### src/rtl/sme_pkg.sv
// Shared constants and state encoding for the SME host-side feeder.
package sme_pkg;

  localparam logic [7:0] SPACE  = 8'h20;
  localparam logic [7:0] DOT    = 8'h2E;
  localparam logic [7:0] CARET  = 8'h5E;
  localparam logic [7:0] DOLLAR = 8'h24;

  localparam int unsigned STR_MAX_DEF = 32;
  localparam int unsigned PAT_MAX_DEF = 8;

  typedef enum logic [2:0] {
    StIdle,
    StSendStr,
    StSendPat,
    StWait,
    StReport
  } sme_state_e;

endpackage

### src/rtl/sme_char_buf.sv
// Register-array character buffer: one synchronous write port, one asynchronous
// read port, every entry reset to a fill character.
module sme_char_buf #(
  parameter int unsigned DEPTH = 8,
  parameter int unsigned AW    = 3,
  parameter logic [7:0]  FILL  = 8'h20
) (
  input  logic          clk,
  input  logic          reset,
  input  logic          i_we,
  input  logic [AW-1:0] i_waddr,
  input  logic [7:0]    i_wdata,
  input  logic [AW-1:0] i_raddr,
  output logic [7:0]    o_rdata
);

  logic [7:0] r_mem [DEPTH];

  always_ff @(posedge clk or posedge reset) begin
    if (reset) begin
      for (int i = 0; i < int'(DEPTH); i++) r_mem[i] <= FILL;
    end else if (i_we) begin
      r_mem[i_waddr] <= i_wdata;
    end
  end

  assign o_rdata = r_mem[i_raddr];

endmodule

### src/rtl/sme_feeder.sv
// Host-side SME transmitter: serialises buffered string/pattern, then waits for
// the engine's result or a timeout and reports it with a one-cycle done pulse.
module sme_feeder
  import sme_pkg::*;
#(
  parameter int unsigned STR_MAX = STR_MAX_DEF,
  parameter int unsigned PAT_MAX = PAT_MAX_DEF,
  parameter int unsigned TIMEOUT = 64
) (
  input  logic       clk,
  input  logic       reset,
  input  logic       wr_str,
  input  logic       wr_pat,
  input  logic [4:0] wr_addr,
  input  logic [7:0] wr_data,
  input  logic [5:0] str_len,
  input  logic [3:0] pat_len,
  input  logic       send_str,
  input  logic       start,
  output logic       busy,
  output logic [7:0] chardata,
  output logic       isstring,
  output logic       ispattern,
  input  logic       sme_valid,
  input  logic       sme_match,
  input  logic [4:0] sme_index,
  output logic       done,
  output logic       res_match,
  output logic [4:0] res_index,
  output logic       timeout
);

  localparam int unsigned WaitW = $clog2(TIMEOUT);

  sme_state_e       r_state, w_state_d;
  logic [4:0]       r_idx, w_idx_d, w_idx_inc;
  logic [WaitW-1:0] r_wait, w_wait_d;
  logic [5:0]       r_slen, w_slen_d, w_slen_clamp;
  logic [3:0]       r_plen, w_plen_d, w_plen_clamp;
  logic             r_busy, w_busy_d, r_isstring, w_isstring_d, r_ispattern, w_ispattern_d;
  logic             r_done, w_done_d, r_res_match, w_res_match_d, r_timeout, w_timeout_d;
  logic [7:0]       r_chardata, w_chardata_d;
  logic [4:0]       r_res_index, w_res_index_d;
  logic [4:0]       w_str_raddr;
  logic [2:0]       w_pat_raddr;
  logic [7:0]       w_str_rdata, w_pat_rdata;

  sme_char_buf #(.DEPTH(STR_MAX), .AW(5), .FILL(SPACE)) u_str_buf (
    .clk     (clk),
    .reset   (reset),
    .i_we    (wr_str & ~r_busy),
    .i_waddr (wr_addr),
    .i_wdata (wr_data),
    .i_raddr (w_str_raddr),
    .o_rdata (w_str_rdata)
  );

  sme_char_buf #(.DEPTH(PAT_MAX), .AW(3), .FILL(DOT)) u_pat_buf (
    .clk     (clk),
    .reset   (reset),
    .i_we    (wr_pat & ~r_busy),
    .i_waddr (wr_addr[2:0]),
    .i_wdata (wr_data),
    .i_raddr (w_pat_raddr),
    .o_rdata (w_pat_rdata)
  );

  // Read address is the index of the character registered at the next edge.
  assign w_idx_inc    = r_idx + 5'd1;
  assign w_str_raddr  = (r_state == StSendStr) ? w_idx_inc : 5'd0;
  assign w_pat_raddr  = (r_state == StSendPat) ? w_idx_inc[2:0] : 3'd0;
  assign w_slen_clamp = (str_len > 6'(STR_MAX)) ? 6'(STR_MAX) : str_len;
  assign w_plen_clamp = (pat_len == 4'd0) ? 4'd1 :
                        (pat_len > 4'(PAT_MAX)) ? 4'(PAT_MAX) : pat_len;

  always_comb begin
    w_state_d     = r_state;
    w_idx_d       = r_idx;
    w_wait_d      = r_wait;
    w_slen_d      = r_slen;
    w_plen_d      = r_plen;
    w_busy_d      = r_busy;
    w_chardata_d  = 8'h00;
    w_isstring_d  = 1'b0;
    w_ispattern_d = 1'b0;
    w_done_d      = 1'b0;
    w_res_match_d = r_res_match;
    w_res_index_d = r_res_index;
    w_timeout_d   = r_timeout;
    unique case (r_state)
      StIdle: begin
        if (start) begin
          w_slen_d = w_slen_clamp;
          w_plen_d = w_plen_clamp;
          w_busy_d = 1'b1;
          w_idx_d  = 5'd0;
          if (send_str && w_slen_clamp != 6'd0) begin
            w_state_d    = StSendStr;
            w_chardata_d = w_str_rdata;
            w_isstring_d = 1'b1;
          end else begin
            w_state_d     = StSendPat;
            w_chardata_d  = w_pat_rdata;
            w_ispattern_d = 1'b1;
          end
        end
      end
      StSendStr: begin
        if ({1'b0, r_idx} == r_slen - 6'd1) begin
          w_state_d     = StSendPat;
          w_idx_d       = 5'd0;
          w_chardata_d  = w_pat_rdata;
          w_ispattern_d = 1'b1;
        end else begin
          w_idx_d      = w_idx_inc;
          w_chardata_d = w_str_rdata;
          w_isstring_d = 1'b1;
        end
      end
      StSendPat: begin
        if (r_idx[2:0] == 3'(r_plen - 4'd1)) begin
          w_state_d = StWait;
          w_wait_d  = WaitW'(1);
        end else begin
          w_idx_d       = w_idx_inc;
          w_chardata_d  = w_pat_rdata;
          w_ispattern_d = 1'b1;
        end
      end
      StWait: begin
        // A result arriving on the expiry cycle takes priority over the timeout.
        if (sme_valid) begin
          w_state_d     = StReport;
          w_done_d      = 1'b1;
          w_res_match_d = sme_match;
          w_res_index_d = sme_index;
          w_timeout_d   = 1'b0;
        end else if (r_wait == WaitW'(TIMEOUT - 1)) begin
          w_state_d     = StReport;
          w_done_d      = 1'b1;
          w_res_match_d = 1'b0;
          w_res_index_d = 5'd0;
          w_timeout_d   = 1'b1;
        end else begin
          w_wait_d = r_wait + WaitW'(1);
        end
      end
      StReport: begin
        w_state_d = StIdle;
        w_busy_d  = 1'b0;
      end
      default: begin
        w_state_d = StIdle;
        w_busy_d  = 1'b0;
      end
    endcase
  end

  always_ff @(posedge clk or posedge reset) begin
    if (reset) begin
      r_state     <= StIdle;
      r_idx       <= '0;
      r_wait      <= '0;
      r_slen      <= '0;
      r_plen      <= '0;
      r_busy      <= 1'b0;
      r_chardata  <= 8'h00;
      r_isstring  <= 1'b0;
      r_ispattern <= 1'b0;
      r_done      <= 1'b0;
      r_res_match <= 1'b0;
      r_res_index <= 5'd0;
      r_timeout   <= 1'b0;
    end else begin
      r_state     <= w_state_d;
      r_idx       <= w_idx_d;
      r_wait      <= w_wait_d;
      r_slen      <= w_slen_d;
      r_plen      <= w_plen_d;
      r_busy      <= w_busy_d;
      r_chardata  <= w_chardata_d;
      r_isstring  <= w_isstring_d;
      r_ispattern <= w_ispattern_d;
      r_done      <= w_done_d;
      r_res_match <= w_res_match_d;
      r_res_index <= w_res_index_d;
      r_timeout   <= w_timeout_d;
    end
  end

  assign busy      = r_busy;
  assign chardata  = r_chardata;
  assign isstring  = r_isstring;
  assign ispattern = r_ispattern;
  assign done      = r_done;
  assign res_match = r_res_match;
  assign res_index = r_res_index;
  assign timeout   = r_timeout;

endmodule

### config.mk
export PLATFORM = sky130hd
export DESIGN_NAME = sme_feeder
export DESIGN_NICKNAME = d
export VERILOG_FILES = /design/src/rtl/sme_pkg.sv /design/src/rtl/sme_char_buf.sv /design/src/rtl/sme_feeder.sv
export SDC_FILE = /design/constraint.sdc
export NUM_CORES = 1
export LEC_CHECK = 0
export ABC_AREA = 1
export BUFFER_PORTS_ARGS = -buffer_cell sky130_fd_sc_hd__buf_2
export CORE_ASPECT_RATIO = 0.8
export CORE_MARGIN = 5
export CORE_UTILIZATION = 40
export DETAILED_ROUTE_END_ITERATION = 8
export MAX_ROUTING_LAYER = met4
export PLACE_DENSITY = 0.53
export SLEW_MARGIN = 20
export SYNTH_ARGS = -nofsm -noshare
export SYNTH_HDL_FRONTEND = slang
export SYNTH_SLANG_ARGS = --single-unit
### constraint.sdc
create_clock -name clk -period 17.05 [get_ports clk]
set_input_delay 3.41 -clock clk [delete_from_list [all_inputs] [get_ports clk]]
set_output_delay 3.41 -clock clk [all_outputs]
set_load 0.02 [all_outputs]
==> out/metrics.yaml, run 1 <==
outcome: "completed"
clkSinkCount: 362
p_clk_frac: 0.256
vias: 14405
synth.area.top_cells: "dfrtp_1 44%, nand2_1 15%, dfstp_2 9.9%"
fmax_mhz: 191.9
drcViolationCount: 0
required_ns: 17.55
grtUsageTotal: 0.2231
end_kind: "asynchronous set/reset pin"
yosys-top-cells-count: "700 x nand2_1, 333 x o21ai_0, 298 x dfrtp_1"
antenna_found_initial: 1
cts_setup_buffers: 0
grt_max_degree: 170
netlist_area_um2: 17010
drt-vias-per-instance: 5.351
cts_root_buf: "clkbuf_16"
place_congestion: 0.8462
p_sw_mw: 1.249
ir_drop_uv: 83.24
synth_compound_area_frac: 0.1177
die_area_um2: 46770
hp-class: "flop to flop"
p_leak_nw: 8.698
antenna_left: 0
synth_top_family_by_area: "simple AND/OR/NAND/NOR gates"
drv_slew: 0
n_fill_cell: 4255
fin_crit_sh: 0.3056
fin_skew_ns: 0.01769
drive_gt1_frac: 0.09911
syn_nets: 2169
postSynthCellCount: 2129
fin_ws_ns: 11.84
tritoncts: "done"
combPwrFrac: 0.340
yosys.area_share.simple: 0.2763
cts_resized: 0
gr-total-overflow: 0
nets: 2149
synth_adder_area_share: 0.002943
synthDominantCellAreaShare: 0.4385
ys_warn_count: 0
hold_violations: 0
seqCellArea_um2: 9140
startpoint_type: "primary input"
period_minus_slack_ns: 5.210
dp_slack_ns: 10.80
grt_pass1_vias: 13612
htreeDepth: 2
multi_input_area_um2: 6938
synth_cell_types: 24
synth_ff_type: "dfrtp_1"
wl_per_cell_um: 18.97
clock_latency_ns: 0.53
synthMuxAreaShare: 0
drt_pre_antenna_iters: 6
synth_edf_count: 0
synth_xor_xnor_area_share: 0.009049
yosysMostFrequentCell: "nand2_1"
dp_hpwl_mm: 29.75
row_count: 67
clk_path_buf_depth: 3
cp_max_fo: 169
worst_slew_pin_slew_ns: 1.066
drt_wl_total_mm: 51.07
switching_share: 0.3846
cts_made_buffers: 39
syn_to_final_growth_pct: 11.12
start_util: 0.4049
path_clk_slew_ns: 0.06
core_area_um2: 42000
power_density_nw_per_um2: 171.9
die_h_um: 194.4
relSlewSlack: 0.2852
setup_viol_count_final: 0
grt_pass1_wl_mm: 81.08
cap_violations: 0
p_seq_frac: 0.404
drtIter0Drc: 1557
synth-seq-area-share: 0.5374
final.setup.tns_ns: 0
yosys.area.top_type: "dfrtp_1"
io_buffer_count: 54
rsz0062_at_grt: "false"
crit_type: "primary input to asynchronous set/reset pin"
cts_hold_buffers: 0
pin_count: 55
synth-seq-cells: 362
crit_arrival_ns: 5.71
async_reset_ff_frac: 1.000
die_w_um: 240.5
internal_power_mw: 1.999
synth.avg_cell_area_um2: 7.988
layer usage:
layer  vias up  wire, um  global-route usage
li1       6984         -                   -
met1      6929     24850              0.3417
met2       426     21730              0.3098
met3        66      3641             0.04449
met4         0       842             0.04118
met5         -         0                   -
worst max-delay path, cell delays in order:
cell    delay (ns)
buf_2         0.13
inv_8         0.49
buf_12        0.65
buf_6         0.64
metrics by stage:
step	hold WS (ns)	total power [mW]	instance area [um2]	cells	utilization
2_1_floorplan	0.4530	2.076	17010	2129	-
3_3_place_gp	0.4654	2.398	17640	2620	0.4201
3_5_place_dp	0.4731	2.419	17640	2620	0.4201
4_1_cts	0.4877	3.267	18890	2691	0.4498
5_1_grt	0.5014	3.480	18900	2692	0.4500
6_report	0.4809	3.249	18900	2692	0.4500
cell usage in the layout (no fill, tap or decap), drive strengths merged, types with 10 or more instances in the layout:
cell type  instances
o211ai            25
dfstp             64
o21ai            333
dfrtp            298
nand3            240
nor3              17
a21oi             22
buf               78
nand4             65
clkbuf            62
nor2              93
inv              108
xnor2             10
nand2            700
logic make-up after synthesis:
group,after synthesis
AND/OR/NAND/NOR,1115
AO/OA/AOI/OAI,385
adder cells (fa/ha/maj),4
buffers and inverters,247
flip-flops,362
XOR/XNOR,16
state kept, by name (all words and copies together) (netlist names), 3 cells and up:
register and count:
u_str_buf.r_mem 256, u_pat_buf.r_mem 64, chardata 8, r_slen 6, r_wait 6, r_idx 5, res_index 5, r_plen 3
r_state 3
power groups by stage:
stage | combinational, mW | clock [mW] | sequential, mW
finish | 1.10 | 0.833 | 1.31
CTS | 1.10 | 0.857 | 1.31
floorplan | 0.767 | 0 | 1.31
global route | 1.25 | 0.892 | 1.34
global placement | 1.08 | 0 | 1.31
detailed placement | 1.10 | 0 | 1.32
cell type report:
cell class                 instances  area share
sequential                       362      0.4836
multi-input combinational       1520      0.3671
clock inverter                     9    0.003840
clock buffer                      62     0.06217
inverter                         108     0.02185
tap                              552     0.03655
antenna                            1   0.0001324
timing repair buffer              78     0.02470
worst paths after layout:
| path | slack (ns) | cells past startpoint | from | endpoint |
|---|---|---|---|---|
| setup / recovery | 11.84 | 4 | reset | r_state[0] |
| hold / removal | 0.48 | 2 | u_str_buf.r_mem[74] | u_str_buf.r_mem[74] |
| setup reg to reg | 13.02 | 12 | r_state[1] | chardata[1] |
| hold reg to reg | 0.48 | 2 | u_str_buf.r_mem[74] | u_str_buf.r_mem[74] |
| max in group clk | 11.93 | 5 | wr_addr[0] | u_str_buf.r_mem[246] |
| min in group asynchronous | 2.99 | 2 | reset | u_str_buf.r_mem[176] |
Note: power is estimated with default switching activity, not from simulation.
==> run 2: changes to the inputs <==
--- a/config.mk
+++ b/config.mk
@@ -5,7 +5,7 @@
 export SDC_FILE = /design/constraint.sdc
 export NUM_CORES = 1
 export LEC_CHECK = 0
-export ABC_AREA = 1
+export ABC_AREA = 0
 export BUFFER_PORTS_ARGS = -buffer_cell sky130_fd_sc_hd__buf_2
 export CORE_ASPECT_RATIO = 0.8
 export CORE_MARGIN = 5
==> constraint.sdc (replaced) <==
create_clock -name clk -period 5 [get_ports clk]
set_input_delay 1 -clock clk [delete_from_list [all_inputs] [get_ports clk]]
set_output_delay 1 -clock clk [all_outputs]
set_load 0.02 [all_outputs]
==> run 2 against run 1 <==
Synthesized area is 1.3% higher. Largest cell class unchanged. Non-clock buffer count is 9 lower. Combinational power grew to 3.2 times the previous value. Via count is 20% lower. Cell count is 26% lower. Global-route usage is 1.5 points lower. Largest power group unchanged. Synthesized cell count is 35% lower.
==> out/metrics.yaml, run 2 <==
outcome: "completed"
cp_top_family: "flip-flops"
fin_ws_ns: 1.532
multi_input_area_um2: 7609
startpoint: "r_idx[0]"
cts_hold_buffers: 0
worst_slew_pin_slew_ns: 1.062
final.setup.tns_ns: 0
setup_viol_count_final: 0
die_w_um: 242.1
htreeDepth: 2
path_clk_slew_ns: 0.06
clk_path_buf_depth: 3
end_kind: "flop"
synth_edf_count: 0
clock_latency_ns: 0.55
drt_wl_total_mm: 48.05
period_minus_slack_ns: 3.468
layout_common_cells: "354 x mux2_2, 297 x dfrtp_1, 123 x nand2_1"
syn_to_final_growth_pct: 11.85
cts_made_buffers: 39
grt_pass1_wl_mm: 74.69
synth_cell_types: 77
fin_skew_ns: 0.01707
io_buffer_count: 54
core_area_um2: 42880
clkSinkCount: 362
path_depth: 9
slowest_delay_ns: 0.81
hold_violations: 0
wl_per_cell_um: 24.23
nets: 1434
ys_warn_count: 0
finalPower_mw: 11.27
synth-seq-cells: 362
synthDominantCellAreaShare: 0.4327
holdWs_ns: 0.4871
antenna_left: 0
fmax_mhz: 288.4
die_area_um2: 47370
n_fill_cell: 3956
yosys.area.top_type: "dfrtp_1"
r2r_cells: 9
hp-start: "u_str_buf.r_mem[89]"
crit_top_cell: "buf_4"
yosys-top-cells-count: "354 x mux2_2, 298 x dfrtp_1, 123 x nand2_1"
gr-total-overflow: 0
relSlewSlack: 0.2923
pin_count: 55
tritoncts: "done"
synth.avg_cell_area_um2: 12.44
rr_startpoint: "r_idx[0]"
power_density_nw_per_um2: 584.7
drt-vias-per-instance: 5.785
cts_resized: 0
dp_hpwl_mm: 31.25
grtUsageTotal: 0.2076
final_core_util: 0.4496
fin_crit_sh: 0.6935
crit_type: "flop to flop"
antenna_found_initial: 0
top_register: "u_str_buf.r_mem"
whs_path_depth: 1
n_antenna_cell: 0
rsz0062_at_grt: "false"
synth.area.top_cells: "dfrtp_1 43%, mux2_2 23%, dfstp_2 9.8%"
place_inst: 1913
crit_arrival_ns: 3.92
cts_root_buf: "clkbuf_16"
ir_drop_uv: 218.8
required_ns: 5.45
synth-seq-area-share: 0.5302
place_congestion: 0.8839
start_util: 0.4019
dp_slack_ns: 1.569
cap_violations: 0
largest_reg_flops: 256
drcViolationCount: 0
cp_max_fo: 34
drive_gt1_frac: 0.4104
hp-class: "flop to flop"
stdcell_area_um2: 19280
vias: 11472
row_count: 68
worst-path-buf-inv: 2
grt_max_degree: 114
drv_slew: 0
cts_setup_buffers: 0
p_leak_nw: 8.350
critPathSlowestCell: "dfrtp_4"
startpoint_type: "flop"
worstPathCellList: "ha_1 -> buf_4 -> nor2_1 -> buf_4 -> a222oi_1 -> a211o_1 -> a21oi_1 -> o22ai_1 -> o211ai_1"
syn_nets: 1425
drtIter0Drc: 997
fin_cells: 1983
yosysMostFrequentCell: "mux2_2"
final_common_cell: "mux2_2"
die_h_um: 195.7
grt_pass1_vias: 11649
drt_pre_antenna_iters: 8
postSynthCellCount: 1385
netlist_area_um2: 17240
synth_ff_type: "dfrtp_1"
seqCellArea_um2: 9143
async_reset_ff_frac: 1.000
place_area_um2: 17920
## run 2: cell types whose count changed in the layout (fill, tap and decap cells not counted), moves of 17 or more
cell,before,now
a31oi_1,0,19
o21ai_0,333,42
a211oi_1,0,18
mux2_2,0,354
nand3_1,238,26
nand4_1,65,1
inv_1,105,14
o211ai_1,25,3
nor2_1,90,36
o221ai_1,0,17
a221oi_1,0,28
nand2_1,700,123
mux2i_1,0,30
## run 2: routing by layer
metal / track usage / part of all wire / vias up
li1: - / - / 5131
met3: 0.03500 / 0.052 / 89
met5: - / 0 / -
met1: 0.3025 / 0.48 / 5970
met4: 0.05683 / 0.028 / 0
met2: 0.3024 / 0.44 / 282
## run 2: cells by family after synthesis
family	Yosys count	synth area share
AOI/OAI and AO/OA	228	0.09989
xor gates and xnor gates	17	0.009510
and+or+nand+nor	270	0.07739
DFF	362	0.5302
buffers and inverters	117	0.02875
adders and majority gates	4	0.002904
muxes	387	0.2513
## run 2: worst register-to-register path, cell delays in order (launching register included)
cell and delay (ns):
dfrtp_4 0.81, ha_1 0.46, buf_4 0.30, nor2_1 0.68, buf_4 0.34, a222oi_1 0.13, a211o_1 0.32, a21oi_1 0.16
o22ai_1 0.11, o211ai_1 0.09
## run 2: final timing paths
path                            slack [ns]              endpoint
min in group asynchronous             0.51  u_str_buf.r_mem[209]
worst min register to register        0.49   u_str_buf.r_mem[89]
worst max register to register        1.53           chardata[3]
worst max-delay path                  1.53           chardata[3]
worst min-delay path                  0.49   u_str_buf.r_mem[89]
max in group asynchronous             3.20   u_str_buf.r_mem[44]
## run 2: area by class of cell
cell class | count | area share
Inverter | 16 | 0.003310
Tap cell | 560 | 0.03635
Timing Repair Buffer | 69 | 0.02116
Sequential cell | 362 | 0.4743
Clock inverter | 11 | 0.009346
Clock buffer | 59 | 0.06088
Multi-Input combinational cell | 906 | 0.3947
## run 2: power breakdown
part	switching [mW]	leakage, nW	internal (mW)	total [mW]
Combinational	1.91	3.14	1.57	3.49
Clock	1.21	0.669	1.88	3.09
Sequential	0.660	4.54	4.04	4.70
Total	3.78	8.35	7.49	11.3
==> run 3: changes to the inputs <==
==> constraint.sdc (replaced) <==
create_clock -name clk -period 3.6 [get_ports clk]
set_input_delay 0.72 -clock clk [delete_from_list [all_inputs] [get_ports clk]]
set_output_delay 0.72 -clock clk [all_outputs]
set_load 0.02 [all_outputs]
==> run 3 against run 2 <==
Wire length rose by 1.7%. Count of clock-buffer cells in the layout rose by 6. Sequential share of layout area fell by 0.22 points. Flip-flop and latch count did not move. Register-to-register slack got worse by 1.1 ns. Worst setup slack got worse by 1.1 ns. Global-route usage rose by 0.24 points. Non-clock buffer count rose by 17. Total power rose by 39%. Cell count rose by 1.1%. Worst hold slack got worse by 0.21 ns. Core utilization rose by 0.21 points. Critical endpoint is now chardata[0].
==> out/metrics.yaml, run 3 (synthesis gave the netlist of run 2 again) <==
outcome: "completed"
critPathSlowestCell: "dfrtp_4"
cp_top_family: "compound AO/OA/AOI/OAI gates"
rsz0062_at_grt: "false"
final.setup.tns_ns: 0
switching_share: 0.3447
fin_skew_ns: 0.02221
crit_arrival_ns: 3.58
drtIter0Drc: 1015
drt_wl_total_mm: 48.85
worst-path-buf-inv: 2
cts_hold_buffers: 0
required_ns: 4.00
largest_reg_flops: 256
gr-total-overflow: 0
core_area_um2: 42880
row_count: 68
htreeDepth: 2
tritoncts: "done"
rrSetupSlack_ns: 0.41
p_leak_nw: 8.410
die_h_um: 195.7
clk_path_buf_depth: 3
clkSinkCount: 362
internal_power_mw: 10.28
holdWs_ns: 0.2759
worst_slew_pin_slew_ns: 1.004
r2r_end: "chardata[0]"
grt_max_degree: 97
drive_gt1_frac: 0.4147
crit_type: "flop to flop"
top_register: "u_str_buf.r_mem"
grtUsageTotal: 0.2101
drv_slew: 0
wl_per_cell_um: 24.37
combPwrFrac: 0.329
dp_hpwl_mm: 31.89
period_minus_slack_ns: 3.189
slowest_delay_ns: 0.57
hp-class: "primary input to asynchronous set/reset pin"
fmax_mhz: 313.6
p_sw_mw: 5.406
hold_violations: 0
antenna_found_initial: 2
cts_setup_buffers: 0
end_kind: "flop"
drt_pre_antenna_iters: 5
place_congestion: 0.9515
rr_startpoint: "r_idx[0]"
path_clk_slew_ns: 0.06
cts_root_buf: "clkbuf_16"
relSlewSlack: 0.3307
p_clk_frac: 0.260
layout_common_cells: "354 x mux2_2, 297 x dfrtp_1, 123 x nand2_1"
vias: 11647
ir_drop_uv: 308.7
drcViolationCount: 0
p_seq_frac: 0.410
drt-vias-per-instance: 5.812
grt_pass1_wl_mm: 75.57
cts_made_buffers: 39
n_fill_cell: 3940
pin_count: 55
clock_latency_ns: 0.55
die_w_um: 242.1
worstPathCellList: "ha_1 -> buf_4 -> inv_1 -> nor2_4 -> a21oi_1 -> o221a_2 -> o311ai_1 -> o221ai_1"
io_buffer_count: 54
power_density_nw_per_um2: 809.7
r2r_cells: 8
start_util: 0.4019
nets: 1451
final_common_cell: "mux2_2"
syn_to_final_growth_pct: 12.38
antenna_left: 0
startpoint_type: "flop"
fin_crit_sh: 0.8859
finalPower_mw: 15.68
grt_pass1_vias: 11658
cts_resized: 0
cap_violations: 0
setup_viol_count_final: 0
die_area_um2: 47370
cp_max_fo: 27
==> run 3: cell count changes in the layout (fill, tap and decap cells not counted) <==
cell	change
buf_12	+2
buf_4	+15
bufinv_16	-3
clkbuf_1	+5
clkbuf_16	-1
clkbuf_8	+2
clkinv_2	-3
clkinv_8	+1
diode_2	+2
inv_6	+1
o21ai_2	+1
o21ai_4	-1
==> run 3: area by class of cell <==
cell class / count / area, um2 / area share
repair buffers: 86 / 560.5 / 0.02894
multi-input cells: 906 / 7601 / 0.3924
well taps: 560 / 700.7 / 0.03618
inverters: 16 / 63.81 / 0.003295
flip-flops and latches: 362 / 9143 / 0.4720
clock buffers: 65 / 1195 / 0.06169
clock inverters: 7 / 100.1 / 0.005168
diodes: 2 / 5.005 / 0.0002584
==> run 3: power groups by stage <==
stage	Clock [mW]	Sequential [mW]	Combinational [mW]
finish	4.08	6.43	5.17
global route	4.34	6.59	5.60
CTS	4.19	6.43	5.16
detailed placement	0	6.49	5.15
global placement	0	6.44	5.10
floorplan	0	6.26	3.65
==> run 3: how the worst max path moves through the flow <==
| stage | slack [ns] | to | startpoint | depth (start not counted) |
|---|---|---|---|---|
| global route | 0.25 | chardata[1] | r_idx[0] | 8 |
| CTS | 0.51 | chardata[7] | r_idx[0] | 8 |
| global placement | 0.54 | chardata[7] | r_state[1] | 6 |
| detailed placement | 0.50 | chardata[0] | r_idx[0] | 7 |
| finish | 0.41 | chardata[0] | r_idx[0] | 8 |
| floorplan | -1.92 | busy | reset | 1 |
==> run 3: routing by layer <==
| layer | track usage | routed length, um | share of wire | vias up |
|---|---|---|---|---|
| met5 | - | 0 | 0 | - |
| met4 | 0.05282 | 1306 | 0.027 | 0 |
| met1 | 0.3030 | 22850 | 0.47 | 6085 |
| met3 | 0.04440 | 3190 | 0.065 | 88 |
| met2 | 0.3048 | 21500 | 0.44 | 310 |
| li1 | - | - | - | 5164 |
==> run 3: through the flow <==
step / area, um2 / util / instances / setup slack (ns)
finish: 19370 / 0.4517 / 2004 / 0.4108
floorplan: 17240 / - / 1385 / -1.922
CTS: 19360 / 0.4516 / 2002 / 0.5060
detailed placement: 18070 / 0.4214 / 1930 / 0.5039
global route: 19370 / 0.4517 / 2004 / 0.2457
global placement: 18070 / 0.4214 / 1930 / 0.5403
